<file path="src/rtl/spi_master_multi.sv">
// SPI master: one DATA_WIDTH-bit word per transfer, per-transfer CPOL/CPHA,
// spi_clk half-period of CLK_DIV clk cycles, decoded active-low chip selects.
module spi_master_multi #(
  parameter int DATA_WIDTH = 8,
  parameter int CS_COUNT   = 4,
  parameter int CLK_DIV    = 4,
  parameter bit MSB_FIRST  = 1'b1,
  localparam int CSW = (CS_COUNT > 1) ? $clog2(CS_COUNT) : 1
) (
  input  logic                  clk,
  input  logic                  reset,
  input  logic                  start,
  input  logic                  cpol,
  input  logic                  cpha,
  input  logic [CSW-1:0]        cs_sel,
  input  logic [DATA_WIDTH-1:0] tx_data,
  input  logic                  miso,
  output logic                  ready,
  output logic                  busy,
  output logic                  done,
  output logic [DATA_WIDTH-1:0] rx_data,
  output logic                  spi_clk,
  output logic                  mosi,
  output logic [CS_COUNT-1:0]   cs_n
);

  localparam int DIV_W  = (CLK_DIV > 1) ? $clog2(CLK_DIV) : 1;
  localparam int EDGE_W = $clog2(2 * DATA_WIDTH);
  localparam logic [DIV_W-1:0]  DIV_LAST  = DIV_W'(CLK_DIV - 1);
  localparam logic [EDGE_W-1:0] EDGE_LAST = EDGE_W'(2 * DATA_WIDTH - 1);

  typedef enum logic [2:0] {IDLE, SETUP, XFER, HOLD, DONE} state_t;

  state_t                state, state_next;
  logic [DIV_W-1:0]      div_cnt;
  logic [EDGE_W-1:0]     edge_cnt;
  logic [DATA_WIDTH-1:0] tx_sr;
  logic [DATA_WIDTH-1:0] rx_sr;
  logic                  cpha_q;
  logic [CSW-1:0]        sel_q;
  logic                  tick;
  logic                  last_edge;
  logic                  sample_edge;

  function automatic logic first_bit(input logic [DATA_WIDTH-1:0] v);
    return MSB_FIRST ? v[DATA_WIDTH-1] : v[0];
  endfunction

  function automatic logic [DATA_WIDTH-1:0] shift_out(input logic [DATA_WIDTH-1:0] v);
    return MSB_FIRST ? (v << 1) : (v >> 1);
  endfunction

  function automatic logic [DATA_WIDTH-1:0] shift_in(input logic [DATA_WIDTH-1:0] v,
                                                     input logic b);
    return MSB_FIRST ? {v[DATA_WIDTH-2:0], b} : {b, v[DATA_WIDTH-1:1]};
  endfunction

  assign tick      = (div_cnt == DIV_LAST);
  assign last_edge = (edge_cnt == EDGE_LAST);
  // Toggles are numbered from 1, so the upcoming one is leading when edge_cnt is even.
  assign sample_edge = (edge_cnt[0] == cpha_q);

  assign ready = (state == IDLE);
  assign busy  = (state == SETUP) || (state == XFER) || (state == HOLD);
  assign done  = (state == DONE);

  // NOTE: every always_comb output gets a default first so no path can infer a latch.
  always_comb begin
    state_next = state;
    unique case (state)
      IDLE:    if (start)             state_next = SETUP;
      SETUP:   if (tick)              state_next = XFER;
      XFER:    if (tick && last_edge) state_next = HOLD;
      HOLD:    if (tick)              state_next = DONE;
      DONE:                           state_next = IDLE;
      default:                        state_next = IDLE;
    endcase
  end

  // An out-of-range latched index matches no line, so every select stays high.
  always_comb begin
    cs_n = '1;
    for (int i = 0; i < CS_COUNT; i++) begin
      if (busy && (sel_q == CSW'(i))) cs_n[i] = 1'b0;
    end
  end

  // NOTE: sequential state uses non-blocking assignments so every register samples pre-edge values.
  always_ff @(posedge clk) begin
    if (reset) begin
      state    <= IDLE;
      div_cnt  <= '0;
      edge_cnt <= '0;
      spi_clk  <= 1'b0;
      mosi     <= 1'b0;
      rx_data  <= '0;
      tx_sr    <= '0;
      rx_sr    <= '0;
      cpha_q   <= 1'b0;
      sel_q    <= '0;
    end else begin
      state <= state_next;
      unique case (state)
        IDLE: begin
          spi_clk  <= cpol;
          mosi     <= 1'b0;
          div_cnt  <= '0;
          edge_cnt <= '0;
          if (start) begin
            cpha_q <= cpha;
            sel_q  <= cs_sel;
            rx_sr  <= '0;
            // With cpha=0 the first bit goes out now, so the register already holds the next one.
            tx_sr  <= cpha ? tx_data : shift_out(tx_data);
            mosi   <= cpha ? 1'b0 : first_bit(tx_data);
          end
        end
        SETUP: div_cnt <= tick ? '0 : div_cnt + 1'b1;
        XFER: begin
          div_cnt <= tick ? '0 : div_cnt + 1'b1;
          if (tick) begin
            spi_clk  <= ~spi_clk;
            edge_cnt <= edge_cnt + 1'b1;
            if (sample_edge) begin
              rx_sr <= shift_in(rx_sr, miso);
            end else if (!last_edge) begin
              mosi  <= first_bit(tx_sr);
              tx_sr <= shift_out(tx_sr);
            end
          end
        end
        HOLD: begin
          div_cnt <= tick ? '0 : div_cnt + 1'b1;
          if (tick) rx_data <= rx_sr;
        end
        DONE:    mosi <= 1'b0;
        default: ;
      endcase
    end
  end

endmodule

</file>
<file path="config.mk">
export PLATFORM = sky130hd
export DESIGN_NAME = spi_master_multi
export DESIGN_NICKNAME = d
export VERILOG_FILES = /design/src/rtl/spi_master_multi.sv
export SDC_FILE = /design/constraint.sdc
export NUM_CORES = 1
export LEC_CHECK = 0
export CAP_MARGIN = 20
export CORE_ASPECT_RATIO = 1.75
export CORE_MARGIN = 2
export CORE_UTILIZATION = 46
export CTS_CLUSTER_SIZE = 10
export DETAILED_ROUTE_END_ITERATION = 12
export PLACE_DENSITY = 0.7
export RECOVER_POWER = 50
export SLEW_MARGIN = 20
export SYNTH_ARGS = -nofsm -noshare
export SYNTH_HDL_FRONTEND = slang
export SYNTH_SLANG_ARGS = --single-unit
</file>
<file path="constraint.sdc">
create_clock -name clk -period 1.5 [get_ports clk]
set_input_delay 0.375 -clock clk [delete_from_list [all_inputs] [get_ports clk]]
set_output_delay 0.375 -clock clk [all_outputs]
set_load 0.02 [all_outputs]
</file>
==> metrics.cfg <==
[setup_path]
required_ps=1710
cp.arrival_ps=1930
reg2reg_depth=5
path_class=flip-flop to flip-flop
startpoint=state[0]
regToRegEndpoint=tx_sr[3]
cp-start-kind=flip-flop
end_kind=flip-flop
critPathMaxFanout=8
rrSetupSlack_ps=-210
r2r-start=state[0]

[placed_design]
place.gp.congestion=0.751
dp_slack_ps=-370
placedCellCount=307
io_buffers=32
place_hpwl_mm=3.26

[clock_tree]
clkSlewWorstSetupHoldPaths_ps=70
cts.sinks=38
ctsHtreeMaxLevel=2
postCtsHoldBufs=0
clock_latency_ps=290
clk_path_buf_depth=2
numCtsBuffers=5
cts_tree=built
cts_root_buf=clkbuf_8

[sta]
rsz0062_at_grt=true
min_period_over_period_pct=114
relSlewSlack_pct=76.0
fin_worst_skew_ps=4.55
slew_violations=0
max_freq_ghz=0.584
fin_ws_ps=-212
worstMarginPinSlew_ps=359
setup_viol_count_final=27
finalCriticalPeriod_ps=1710
hold_violations=0

[die]
die_y_um=86.9
pin_count=33
die_area_um2=4460
num_rows=30
die_x_um=51.3
initial_core_util_pct=47.1
fp.coreArea_um2=3830

[final_layout]
multi_input_area_um2=1110
final_util_pct=75.0
final_nets=298
diodes=0
syn_to_final_growth_pct=59.2
finalNonFillerCells=329
layout-drive-gt1-share_pct=34.5
seq_area_um2=774
num-fill-cells=300

[synth]
syn-num-nets=224
netlist-cell-type-count=42
netlist.area_leader.share_pct=42.2
synthCells=206
synth_area_leader_cell=dfxtp_1
seq_area_frac_synth_pct=42.2
ys_warn_count=0
netlist_area_um2=1800
postSynthAreaPerCell_um2=8.76
synth-seq-cells=38
yosys-top-cells-area=dfxtp_1 42%, a21oi_1 6.9%, nand2_1 5.8%

[global_route]
grt.total_usage_pct=23.5
grt_pass1_vias=1799
grt_max_degree=19
grt_antenna_before_repair=0
grt_pass1_wl_mm=7.87
overflow=0

[routing]
vias=1842
routed_via_density=5.60
dr.pass1.iters=4
routed-wl-met3_um=122
ant_nets=0
avgRoutedWirePerCell_um=16.2
met2RoutedLength_mm=3.09
top_layer=met4
drt_iter0_markers=41
drc=0
drt-met1-wl_mm=2.00
finalWirelength_mm=5.33

[pwr]
ir_worst_vdd_mv=0.827
power_density_nw_per_um2=742
p_leak_nw=1.15

[min_path]
worstHoldPathCells=2
hp-start=rx_data[6]
min_path_type=flip-flop to flip-flop
hold-path-endpoint=rx_data[6]

[job]
max_cap_viol_count=0

[run_status]
status=finished, violations left
violations=negative setup slack

-- worst max-delay path by stage --
stage / to / slack, ps / cells after the start
2_1_floorplan: mosi / -10 / 5
3_3_place_gp: tx_sr[6] / -340 / 6
3_5_place_dp: tx_sr[5] / -370 / 6
4_1_cts: cs_n[0] / -170 / 3
5_1_grt: tx_sr[3] / -290 / 6
6_report: tx_sr[3] / -210 / 5
-- repair_timing --
item,in CTS,in global routing
cloned,1,1
buffers inserted,3,9
gates resized for setup,69,40
setup endpoints to repair,39,39
pin swaps,9,17
-- placed cells by master, fill, tap and decap left out, types with 3 or more instances in the layout --
| cell | Yosys | layout |
|---|---|---|
| nand3_1 | 4 | 3 |
| clkdlybuf4s50_1 | 0 | 15 |
| o2111ai_1 | 8 | 6 |
| o21ai_0 | 11 | 3 |
| buf_4 | 0 | 26 |
| buf_6 | 0 | 21 |
| o21ai_1 | 0 | 6 |
| a21oi_2 | 0 | 3 |
| clkbuf_8 | 0 | 6 |
| xor2_1 | 4 | 4 |
| nor3_1 | 4 | 3 |
| nand2_1 | 28 | 27 |
| mux2i_1 | 10 | 10 |
| dfxtp_1 | 38 | 33 |
| a2111o_1 | 7 | 7 |
| buf_12 | 0 | 3 |
| nor2_4 | 0 | 3 |
| dfxtp_4 | 0 | 3 |
| nor2_1 | 17 | 15 |
| a21oi_1 | 25 | 22 |
| dlygate4sd2_1 | 0 | 10 |
-- synthesized netlist by cell type, drive strengths merged --
cell type,number
a21oi,26
o2111ai,8
nand3,4
nand4b,1
a211oi,2
or4,1
o22ai,1
mux2i,10
a2111o,7
o21ai,11
nor2b,1
nor4b,2
o211a,1
a2111oi,1
nor3b,3
nand3b,2
buf,9
nand2,28
nand4,2
or2,1
xnor2,1
nor3,4
or3b,1
xor2,4
dfxtp,38
o21bai,1
and4bb,1
a22oi,2
nor2,18
nor4,1
ha,2
or3,1
nand2b,1
nand4bb,1
inv,3
a21o,1
clkbuf,5
-- layout make-up --
type	count	share of cell area, %
multi-input cells	151	38.8
repair buffers	81	28.6
flip-flops and latches	38	27.0
clock buffers	7	3.01
well taps	48	2.09
inverters	3	0.392
clock inverters	1	0.174
-- registers in the layout, indices dropped and copies added (netlist names), 2 cells and up --
register	count
edge_cnt	4
tx_sr	8
rx_sr	8
state	3
sel_q	2
div_cnt	2
rx_data	8
-- cells by family (layout without fill, tap and decap cells) --
group | count (synthesis) | in the layout | share of synthesized area, %
simple gates | 73 | 73 | 21.0
compound gates | 61 | 61 | 23.4
flops | 38 | 38 | 42.2
buf+inv | 17 | 92 | 4.09
mux | 10 | 10 | 5.55
xor+xnor | 5 | 5 | 2.43
fa+ha+maj | 2 | 2 | 1.39
-- where the power goes --
group / total [mW] / internal [mW] / leakage, nW / switching, mW
Combinational: 0.365 / 0.201 / 0.795 / 0.164
Clock: 0.712 / 0.370 / 0.0482 / 0.342
Sequential: 1.05 / 1.03 / 0.312 / 0.0209
-- layer usage --
layer | vias up | global-route usage, %
met5 | - | 0
met4 | 0 | 9.33
met1 | 904 | 23.9
met3 | 9 | 4.64
li1 | 899 | -
met2 | 30 | 45.0
-- critical path, stage by stage, from the launching register on --
cell and delay, ps:
dfxtp_4 370, buf_8 130, or3b_4 440, buf_12 160, a2111o_1 350, a21oi_1 180
-- through the flow --
step / TNS, ps / hold WS, ps / power, mW / instance area, µm²
after floorplan: -17.1 / 432 / 1.22 / 1860
after global placement: -7210 / 442 / 1.35 / 2440
after detailed placement: -7930 / 446 / 1.36 / 2440
after CTS: -2530 / 457 / 2.10 / 2640
after global routing: -4450 / 472 / 2.22 / 2870
final: -2580 / 459 / 2.13 / 2870
(Power assumes the default switching activity.)
